<file path="src/rtl/sram_c_ctrl_pkg.sv">
// Purpose: shared types and width helpers for the C-buffer drain sequencer.
// Latency: n/a (declarations only).
// Backpressure: n/a.
// Contents: drain FSM state enum, clog2 helper that never returns 0.
package sram_c_ctrl_pkg;

  typedef enum logic [1:0] {
    IDLE  = 2'd0,
    RUN   = 2'd1,
    DRAIN = 2'd2,
    DONE  = 2'd3
  } drain_state_e;

  // Index width for a dimension of size v; a 1-entry dimension still gets 1 bit.
  function automatic int clog2_safe(input int v);
    return (v <= 2) ? 1 : $clog2(v);
  endfunction

endpackage

</file>
<file path="src/rtl/sram_c_drain_ctrl_if.sv">
// Purpose: valid/ready word stream carrying one C-matrix word plus its coordinates.
// Latency: n/a (wiring only).
// Backpressure: producer holds out_valid and payload stable until out_ready is seen.
// Ports: master drives out_valid/out_data/out_row/out_col/out_last, slave drives out_ready.
interface sram_c_drain_ctrl_if #(
  parameter int DATA_W = 32,
  parameter int ROW_W  = 3,
  parameter int COL_W  = 3
);
  logic              out_valid;
  logic              out_ready;
  logic [DATA_W-1:0] out_data;
  logic [ROW_W-1:0]  out_row;
  logic [COL_W-1:0]  out_col;
  logic              out_last;

  modport master (
    output out_valid, out_data, out_row, out_col, out_last,
    input  out_ready
  );

  modport slave (
    input  out_valid, out_data, out_row, out_col, out_last,
    output out_ready
  );
endinterface

</file>
<file path="src/rtl/c_drain_fifo.sv">
// Purpose: small synchronous show-ahead FIFO used as the output skid buffer.
// Latency: a pushed word is visible at head_dat the cycle after the push.
// Backpressure: caller must not push when full unless popping in the same cycle.
// Ports: clk/rst, push+push_dat, pop, head_dat (current head), count (entries held).
module c_drain_fifo #(
  parameter int W     = 32,
  parameter int DEPTH = 4
) (
  input  logic                   clk,
  input  logic                   rst,
  input  logic                   push,
  input  logic [W-1:0]           push_dat,
  input  logic                   pop,
  output logic [W-1:0]           head_dat,
  output logic [$clog2(DEPTH):0] count
);
  localparam int PTR_W = $clog2(DEPTH);
  localparam int CNT_W = PTR_W + 1;

  logic [W-1:0]     mem_q [DEPTH];
  logic [W-1:0]     mem_d [DEPTH];
  logic [PTR_W-1:0] wr_ptr_q, wr_ptr_d;
  logic [PTR_W-1:0] rd_ptr_q, rd_ptr_d;
  logic [CNT_W-1:0] cnt_q, cnt_d;
  logic             push_ok, pop_ok;

  assign pop_ok   = pop && (cnt_q != '0);
  // A full FIFO may still accept a push when the head leaves in the same cycle.
  assign push_ok  = push && ((cnt_q != CNT_W'(DEPTH)) || pop_ok);
  assign head_dat = mem_q[rd_ptr_q];
  assign count    = cnt_q;

  always_comb begin
    mem_d    = mem_q;
    wr_ptr_d = wr_ptr_q;
    rd_ptr_d = rd_ptr_q;
    cnt_d    = cnt_q;
    if (push_ok) begin
      mem_d[wr_ptr_q] = push_dat;
      wr_ptr_d        = wr_ptr_q + 1'b1;
    end
    if (pop_ok) begin
      rd_ptr_d = rd_ptr_q + 1'b1;
    end
    case ({push_ok, pop_ok})
      2'b10:   cnt_d = cnt_q + 1'b1;
      2'b01:   cnt_d = cnt_q - 1'b1;
      default: cnt_d = cnt_q;
    endcase
  end

  always_ff @(posedge clk) begin
    if (rst) begin
      wr_ptr_q <= '0;
      rd_ptr_q <= '0;
      cnt_q    <= '0;
    end else begin
      wr_ptr_q <= wr_ptr_d;
      rd_ptr_q <= rd_ptr_d;
      cnt_q    <= cnt_d;
    end
  end

  // Storage needs no reset: only entries below count are ever observed.
  always_ff @(posedge clk) begin
    mem_q <= mem_d;
  end

endmodule

</file>
<file path="src/rtl/sram_c_drain_ctrl.sv">
// Purpose: drains the MxN C-matrix SRAM in row-major order onto a tagged word stream,
//          optionally zero-clearing each word as it returns.
// Latency: first word on the stream 3 cycles after start; done M*N+3 cycles after start
//          with the stream never stalled.
// Backpressure: reads are only issued while FIFO entries plus reads in flight stay below
//          FIFO_D, so downstream stalls throttle the SRAM without ever dropping a word.
// Ports: clk/rst, start/clear_en/busy/done control, c_* SRAM read and clear-write ports,
//        out_if stream (valid/ready, data, row, col, last).
module sram_c_drain_ctrl
  import sram_c_ctrl_pkg::*;
#(
  parameter int M      = 8,
  parameter int N      = 8,
  parameter int DATA_W = 32,
  parameter int BYTE_W = DATA_W / 8,
  parameter int FIFO_D = 4,
  parameter int ROW_W  = clog2_safe(M),
  parameter int COL_W  = clog2_safe(N)
) (
  input  logic              clk,
  input  logic              rst,
  input  logic              start,
  input  logic              clear_en,
  output logic              busy,
  output logic              done,
  output logic              c_en,
  output logic              c_re,
  output logic [ROW_W-1:0]  c_row,
  output logic [COL_W-1:0]  c_col,
  input  logic [DATA_W-1:0] c_rdata,
  input  logic              c_rvalid,
  output logic              c_we_en,
  output logic              c_we,
  output logic [ROW_W-1:0]  c_wrow,
  output logic [COL_W-1:0]  c_wcol,
  output logic [DATA_W-1:0] c_wdata,
  output logic [BYTE_W-1:0] c_wmask,
  sram_c_drain_ctrl_if.master out_if
);
  localparam int CNT_W = $clog2(FIFO_D) + 1;
  localparam int OCC_W = CNT_W + 1;

  typedef struct packed {
    logic [DATA_W-1:0] data;
    logic [ROW_W-1:0]  row;
    logic [COL_W-1:0]  col;
    logic              last;
  } entry_t;

  drain_state_e     state_q, state_d;
  logic [ROW_W-1:0] row_q, row_d;
  logic [COL_W-1:0] col_q, col_d;
  logic             clr_q, clr_d;
  logic [CNT_W-1:0] inflight_q, inflight_d;
  // Address of the read issued last cycle; tags the word returning this cycle.
  logic [ROW_W-1:0] tag_row_q, tag_row_d;
  logic [COL_W-1:0] tag_col_q, tag_col_d;
  logic             tag_last_q, tag_last_d;

  logic             issue;
  logic             rd_last;
  logic             ret;
  logic             push, pop;
  logic [CNT_W-1:0] fifo_cnt;
  logic [OCC_W-1:0] occupancy;
  logic             fifo_empty_next;
  logic             inflight_zero_next;
  entry_t           push_ent, head_ent;

  assign rd_last   = (row_q == ROW_W'(M - 1)) && (col_q == COL_W'(N - 1));
  // Late returns (e.g. a read issued just before reset) carry no owner and are dropped.
  assign ret       = c_rvalid && (inflight_q != '0);
  assign push      = ret;
  assign pop       = out_if.out_valid && out_if.out_ready;
  assign occupancy = {1'b0, fifo_cnt} + {1'b0, inflight_q};
  assign push_ent  = '{data: c_rdata, row: tag_row_q, col: tag_col_q, last: tag_last_q};

  // Finishing needs the FIFO and the read pipe to be empty after this edge, so that
  // done follows the final acceptance by exactly one cycle.
  assign fifo_empty_next    = !push && ((fifo_cnt == '0) || ((fifo_cnt == CNT_W'(1)) && pop));
  assign inflight_zero_next = (inflight_q == '0) || ((inflight_q == CNT_W'(1)) && ret);

  c_drain_fifo #(
    .W     ($bits(entry_t)),
    .DEPTH (FIFO_D)
  ) u_fifo (
    .clk      (clk),
    .rst      (rst),
    .push     (push),
    .push_dat (push_ent),
    .pop      (pop),
    .head_dat (head_ent),
    .count    (fifo_cnt)
  );

  always_comb begin
    state_d    = state_q;
    row_d      = row_q;
    col_d      = col_q;
    clr_d      = clr_q;
    tag_row_d  = tag_row_q;
    tag_col_d  = tag_col_q;
    tag_last_d = tag_last_q;
    busy       = 1'b0;
    done       = 1'b0;
    issue      = 1'b0;
    unique case (state_q)
      IDLE: begin
        if (start) begin
          state_d = RUN;
          row_d   = '0;
          col_d   = '0;
          clr_d   = clear_en;
        end
      end
      RUN: begin
        busy  = 1'b1;
        issue = (occupancy < OCC_W'(FIFO_D));
        if (issue) begin
          tag_row_d  = row_q;
          tag_col_d  = col_q;
          tag_last_d = rd_last;
          if (rd_last) begin
            state_d = DRAIN;
            row_d   = '0;
            col_d   = '0;
          end else if (col_q == COL_W'(N - 1)) begin
            col_d = '0;
            row_d = row_q + 1'b1;
          end else begin
            col_d = col_q + 1'b1;
          end
        end
      end
      DRAIN: begin
        busy = 1'b1;
        if (inflight_zero_next && fifo_empty_next) begin
          state_d = DONE;
        end
      end
      DONE: begin
        done    = 1'b1;
        state_d = IDLE;
      end
      default: state_d = IDLE;
    endcase
  end

  always_comb begin
    inflight_d = inflight_q;
    if (issue && !ret) begin
      inflight_d = inflight_q + 1'b1;
    end else if (!issue && ret) begin
      inflight_d = inflight_q - 1'b1;
    end
  end

  always_ff @(posedge clk) begin
    if (rst) begin
      state_q    <= IDLE;
      row_q      <= '0;
      col_q      <= '0;
      clr_q      <= 1'b0;
      inflight_q <= '0;
      tag_row_q  <= '0;
      tag_col_q  <= '0;
      tag_last_q <= 1'b0;
    end else begin
      state_q    <= state_d;
      row_q      <= row_d;
      col_q      <= col_d;
      clr_q      <= clr_d;
      inflight_q <= inflight_d;
      tag_row_q  <= tag_row_d;
      tag_col_q  <= tag_col_d;
      tag_last_q <= tag_last_d;
    end
  end

  assign c_en    = issue;
  assign c_re    = issue;
  assign c_row   = row_q;
  assign c_col   = col_q;

  // The clear targets the word returning now; the concurrent read is always a later
  // address, so the two ports never collide.
  assign c_we_en = clr_q && ret;
  assign c_we    = clr_q && ret;
  assign c_wrow  = tag_row_q;
  assign c_wcol  = tag_col_q;
  assign c_wdata = '0;
  assign c_wmask = '1;

  assign out_if.out_valid = (fifo_cnt != '0);
  assign out_if.out_data  = head_ent.data;
  assign out_if.out_row   = head_ent.row;
  assign out_if.out_col   = head_ent.col;
  assign out_if.out_last  = head_ent.last;

endmodule

</file>
<file path="src/flat_wrapper.sv">
// flat-port wrapper written by rule: the top's interface ports become plain ports
module sram_c_drain_ctrl_flat import sram_c_ctrl_pkg::*;
#(
  parameter int M      = 8,
  parameter int N      = 8,
  parameter int DATA_W = 32,
  parameter int BYTE_W = DATA_W / 8,
  parameter int FIFO_D = 4,
  parameter int ROW_W  = clog2_safe(M),
  parameter int COL_W  = clog2_safe(N)
)
  (clk, rst, start, clear_en, busy, done, c_en, c_re, c_row, c_col, c_rdata, c_rvalid, c_we_en, c_we, c_wrow, c_wcol, c_wdata, c_wmask, out_if_out_valid, out_if_out_data, out_if_out_row, out_if_out_col, out_if_out_last, out_if_out_ready);
  sram_c_drain_ctrl_if #(.DATA_W(DATA_W), .ROW_W(ROW_W), .COL_W(COL_W)) out_if_i ();
  input  logic clk;
  input  logic rst;
  input  logic start;
  input  logic clear_en;
  output logic busy;
  output logic done;
  output logic c_en;
  output logic c_re;
  output logic [ROW_W-1:0] c_row;
  output logic [COL_W-1:0] c_col;
  input  logic [DATA_W-1:0] c_rdata;
  input  logic c_rvalid;
  output logic c_we_en;
  output logic c_we;
  output logic [ROW_W-1:0] c_wrow;
  output logic [COL_W-1:0] c_wcol;
  output logic [DATA_W-1:0] c_wdata;
  output logic [BYTE_W-1:0] c_wmask;
  output wire logic [$bits(out_if_i.out_valid)-1:0] out_if_out_valid;
  output wire logic [$bits(out_if_i.out_data)-1:0] out_if_out_data;
  output wire logic [$bits(out_if_i.out_row)-1:0] out_if_out_row;
  output wire logic [$bits(out_if_i.out_col)-1:0] out_if_out_col;
  output wire logic [$bits(out_if_i.out_last)-1:0] out_if_out_last;
  input wire logic [$bits(out_if_i.out_ready)-1:0] out_if_out_ready;
  assign out_if_out_valid = out_if_i.out_valid;
  assign out_if_out_data = out_if_i.out_data;
  assign out_if_out_row = out_if_i.out_row;
  assign out_if_out_col = out_if_i.out_col;
  assign out_if_out_last = out_if_i.out_last;
  assign out_if_i.out_ready = out_if_out_ready;
  sram_c_drain_ctrl #(.M(M), .N(N), .DATA_W(DATA_W), .BYTE_W(BYTE_W), .FIFO_D(FIFO_D), .ROW_W(ROW_W), .COL_W(COL_W)) u_core (.clk(clk), .rst(rst), .start(start), .clear_en(clear_en), .busy(busy), .done(done), .c_en(c_en), .c_re(c_re), .c_row(c_row), .c_col(c_col), .c_rdata(c_rdata), .c_rvalid(c_rvalid), .c_we_en(c_we_en), .c_we(c_we), .c_wrow(c_wrow), .c_wcol(c_wcol), .c_wdata(c_wdata), .c_wmask(c_wmask), .out_if(out_if_i));
endmodule
</file>
<file path="config.mk">
export PLATFORM = sky130hd
export DESIGN_NAME = sram_c_drain_ctrl_flat
export DESIGN_NICKNAME = d
export VERILOG_FILES = /design/src/rtl/sram_c_ctrl_pkg.sv /design/src/rtl/sram_c_drain_ctrl_if.sv /design/src/rtl/c_drain_fifo.sv /design/src/rtl/sram_c_drain_ctrl.sv /design/src/flat_wrapper.sv
export SDC_FILE = /design/constraint.sdc
export NUM_CORES = 1
export LEC_CHECK = 0
export ABC_AREA = 1
export CAP_MARGIN = 40
export CORE_ASPECT_RATIO = 0.9
export CORE_UTILIZATION = 48
export CTS_BUF_LIST = sky130_fd_sc_hd__clkbuf_4 sky130_fd_sc_hd__clkbuf_8
export DETAILED_ROUTE_END_ITERATION = 6
export PLACE_DENSITY_LB_ADDON = 0.25
export REMOVE_ABC_BUFFERS = 1
export SETUP_SLACK_MARGIN = 0.2
export SLEW_MARGIN = 15
export SYNTH_ARGS = -nofsm -noshare
export SYNTH_HDL_FRONTEND = slang
export SYNTH_HIERARCHICAL = 1
export SYNTH_SLANG_ARGS = --single-unit
</file>
<file path="constraint.sdc">
create_clock -name clk -period 3.8 [get_ports clk]
set_input_delay 1.14 -clock clk [delete_from_list [all_inputs] [get_ports clk]]
set_output_delay 1.14 -clock clk [all_outputs]
set_load 0.05 [all_outputs]
</file>
Yosys cells after proc, flatten, opt, wreduce, memory -nomap -nowiden --
Index checks and enable logic that the tools add are counted.
Storage, ports and cells: output and inout bits 94, latch bits 0, flip-flop bits (word level) 182, bits in read-only memories 0, bits in writable memories 0, input port bits 38, memories 0, logic and storage cells 103
Operators by class: $lt $le $gt $ge 4, divide/modulo/power cells 0, reduce and logical (&&, ||, !) cells 32, eq/ne operators 15, add/subtract/negate cells 9, $mul 0, mux-type cells 26, bitwise operators 2, shift operators 0
Operators by type and width (count):
- $bwmux 156 | 1
- $mux 39 | 3
- $bmux 39 s2 | 1
- $demux 39 s2 | 1
- $mux 3 | 9
- $pmux 3 s2 | 3
- $logic_and 1x1->1 | 13
- $add 3x1->3 const B | 4
- $mux 2 | 4
- $pmux 2 s4 | 1
- $reduce_and 4->1 | 2
- $eq 2x2->1 const B | 3
- $eq 3x1->1 const B | 2
- $eq 3x3->1 const B | 2
- $ge 3x3->1 const B | 2
- $logic_not 3->1 | 2
- $ne 2x1->1 const B | 3
- $not 2->3 | 2
- $reduce_bool 2->1 | 3
- $reduce_bool 3->1 | 2
- $sub 3x1->3 const B | 2
- $add 2x1->2 const B | 2
- $add 3x3->4 | 1
- $eq 2x1->1 const B | 2
- other kinds (12) | 18

Longest topological paths before layout --
depth in word-level cells 8, depth in mapped cells 15, gate-level depth less buffers 15

Hierarchy --
The synthesis kept the hierarchy.
By module, submodules not included:
- c_drain_fifo | sequential area each 4824.6 µm², cells an instance 445, area each 6202.2 µm², instances 1
- sram_c_drain_ctrl | sequential area each 380.4 µm², cells an instance 192, area each 1471.4 µm², instances 1

Worst setup path after synthesis --
No wires, ideal clock.
path type in2reg, start in out_if_out_ready, end reg u_core/u_fifo/mem_q[0] (netlist name), enable pin, path buffers 0, library setup time 0.435 ns, slack 0.007 ns, data required time 3.365 ns, stages on the path 6, data arrival time 3.358 ns, cells stage by stage inv_1 -> a21oi_1 -> nor2_1 -> nand2_1 -> nand2_1 -> nor2_1
Between the ends: word-level cells in the longest chain between the ends 4
Ends and longest elaborated chain:
- start, declared | line flat_wrapper.sv:37 | input wire logic [$bits(out_if_i.out_ready)-1:0] out_if_out_ready;
- $logic_and 1x1->1 | line sram_c_drain_ctrl.sv:74 | assign pop = out_if.out_valid && out_if.out_ready;
- net u_core.pop | line sram_c_drain_ctrl.sv:63 | logic push, pop;
- $logic_and 1x1->1 | line c_drain_fifo.sv:27 | assign pop_ok = pop && (cnt_q != '0);
- $logic_or 1x1->1 | line c_drain_fifo.sv:29 | assign push_ok = push && ((cnt_q != CNT_W'(DEPTH)) || pop_ok);
- $logic_and 1x1->1 | line c_drain_fifo.sv:29
- end signal, assigned | line c_drain_fifo.sv:66 | mem_q <= mem_d;
- end, declared | line c_drain_fifo.sv:20 | logic [W-1:0] mem_q [DEPTH];
The timed path passes the listed nets, and every way through them passes these cells. A chain may end at the register's enable or synchronous reset.

Worst setup path after layout --
start in c_rvalid, end out c_we_en
Between the ends: word-level cells in the longest chain between the ends 2
Ends and longest elaborated chain:
- start, declared | line flat_wrapper.sv:25 | input logic c_rvalid;
- $logic_and 1x1->1 | line sram_c_drain_ctrl.sv:72 | assign ret = c_rvalid && (inflight_q != '0);
- $logic_and 1x1->1 | line sram_c_drain_ctrl.sv:187 | assign c_we_en = clr_q && ret;
- end, declared | line flat_wrapper.sv:26 | output logic c_we_en;
Every way passes these cells.

==> flow_summary.ini <==
[floorplan]
die_w_um = 135
core-area_mm2 = 0.0155
start_util_pct = 49.5
die_area_mm2 = 0.0165
dieHeight_um = 122
ios = 132
num_rows = 43

[cts]
path_clk_slew_ns = 0.08
htreeDepth = 4
cts_buffers = 17
clock_tree.buffer_depth = 2
cts-root-buf = clkbuf_8
cts-resized-gates = 0
clock-sinks = 182
tritoncts = done
clock_latency_ns = 0.44
post_cts_buffers = 0
cts_hold_buf = 0

[route]
postRouteWirelength_um = 14800
first_pass_iters = 4
drc = 0
detail-route-antenna-nets = 0
num_vias = 4821
drt_iter0_drc = 355
via_per_inst = 5.12
routedWlPerCell_um = 15.7

[power_and_ir_drop]
power_density_mw_per_mm2 = 732
p_leak_nw = 3.32
total_power_w = 0.00657
ir_drop_mv = 0.556

[final_layout]
final_cell_mix = edfxtp_1 (156), nor2_1 (100), o21ai_0 (88)
final_net_count = 784
n_antenna_cell = 0
final_common_cell = edfxtp_1
layout-drive-gt1-share_pct = 13.5
area_delta_synth_final_pct = 16.9

[setup_path]
cp.arrival_ns = 2.28
critPathRequiredTime_ns = 2.66
crit_type = in -> out
worstPathMaxFanout = 3
startpoint_type = input pin
end_kind = output pin

[placement]
hpwlAfterDp_um = 8580
gp_congestion = 0.788
io_buffers = 95
dp_slack_ns = 0.304

[sta]
period_needed_ns = 3.42
hold_viol = 0
max_clock_freq_mhz = 292
clock_skew_ns = 0.00770
fin_setup_tns_ns = 0
setup_viol = 0
setup_slack_ns = 0.378
fin_crit_sh_pct = 90.0
slew_viol_final = 0
rsz0062_at_grt = no
worst_pin_slew_ns = 0.758
slew_headroom_pct = 49.5

[status]
outcome = finished clean

[yosys]
ys_types = 30
synthesis.area_mm2 = 0.00767
avgSynthCellArea_um2 = 12.0
ys.warnings.count = 6
ys_seq_elements = 182
syn_inst = 637
ys_seq_area_share_pct = 67.8

[global_route]
track_usage_pct = 18.3
grt_antenna_before_repair = 0
grt_max_degree = 82
grt_pass1_vias = 4459
gr-usage-met1_pct = 23.7
use_met3_pct = 5.33
met2_usage_pct = 29.7
grt-busiest-layer = met2
grt_pass1_wl_um = 22600
grt-ovfl-total = 0

[run]
cap_violations = 0

[hold_path]
hp-class = reg -> reg
==> synth_stat cells, drive strengths merged <==
| master | n | area, µm² |
|---|---|---|
| xnor2 | 1 | 8.76 |
| nand3 | 13 | 92.6 |
| o22ai | 39 | 244 |
| dfxtp | 26 | 521 |
| o21a | 1 | 15.0 |
| edfxtp | 156 | 4680 |
| nand4 | 6 | 52.6 |
| conb | 2 | 7.51 |
| nand2 | 45 | 184 |
| clkbuf | 7 | 31.3 |
| fa | 1 | 20.0 |
| inv | 46 | 175 |
| a21oi | 20 | 104 |
| ha | 19 | 238 |
| buf | 59 | 428 |
| o21ai | 91 | 467 |
| nor2 | 105 | 402 |
==> cell type report <==
cell class                      instances  area, µm²
Inverter                               46        175
Multi-Input combinational cell        377       1990
Timing Repair Buffer                  102        988
Tap cell                              202        253
Clock buffer                           18        241
Sequential cell                       182       5210
Fill cell                            1247       6530
Clock inverter                         14        110
==> report_power, final <==
part / switching [W] / internal [W]
clock network: 0.000639 / 0.000518
registers: 0.000147 / 0.00251
logic: 0.00194 / 0.000805
total: 0.00273 / 0.00384
==> flip-flops by register name, indices dropped and copies added (netlist names) <==
name	flops
u_core/u_fifo/rd_ptr_q	2
u_core/c_wrow	3
u_core/c_wcol	3
u_core/c_row	3
u_core/inflight_q	3
u_core/u_fifo/wr_ptr_q	2
u_core/u_fifo/count	3
u_core/c_col	3
u_core/tag_last_q	1
u_core/clr_q	1
u_core/state_q	2
u_core/u_fifo/mem_q	156
==> final timing paths <==
path | start | end | slack (ns) | cells past startpoint
min | u_core/clr_q$_SDFFE_PP0P_ | u_core/clr_q$_SDFFE_PP0P_ | 0.46 | 2
max reg2reg | u_core/inflight_q[0]$_SDFFE_PP0P_ | u_core/u_fifo/count[2]$_SDFFE_PP0P_ | 1.10 | 15
max | c_rvalid | c_we_en | 0.38 | 4
min reg2reg | u_core/clr_q$_SDFFE_PP0P_ | u_core/clr_q$_SDFFE_PP0P_ | 0.46 | 2
==> through the flow <==
stage / hold WS, ns / area [µm²] / std cells / util [%]
floorplan: 0.431 / 7340 / 605 / -
global placement: 0.454 / 8610 / 909 / 55.6
detailed placement: 0.452 / 8610 / 909 / 55.6
CTS: 0.465 / 8970 / 941 / 57.9
global route: 0.503 / 8970 / 941 / 57.9
finish: 0.460 / 8970 / 941 / 57.9
==> worst max-delay path, stage by stage <==
cell,delay (ns)
clkdlybuf4s50_1,0.45
o21ai_0,0.15
nor2_1,0.35
buf_12,0.19
==> layer usage <==
layer	wire [µm]	part of all wire, %
met1	6420	43
met2	7230	49
met3	993	6.7
met4	127	0.86
met5	0	0
==> logic make-up (layout without fill, tap and decap cells) <==
| family | after synthesis | in the layout | share of synthesized area [%] |
|---|---|---|---|
| other | 2 | 36 | 0.0979 |
| buffers and inverters | 112 | 180 | 8.27 |
| adder cells (fa/ha/maj) | 20 | 20 | 3.36 |
| AND/OR/NAND/NOR | 169 | 169 | 9.52 |
| flip-flops | 182 | 182 | 67.8 |
| XOR/XNOR | 1 | 1 | 0.114 |
| AO/OA/AOI/OAI | 151 | 151 | 10.8 |
No activity file was read; power rests on OpenSTA's default activity.
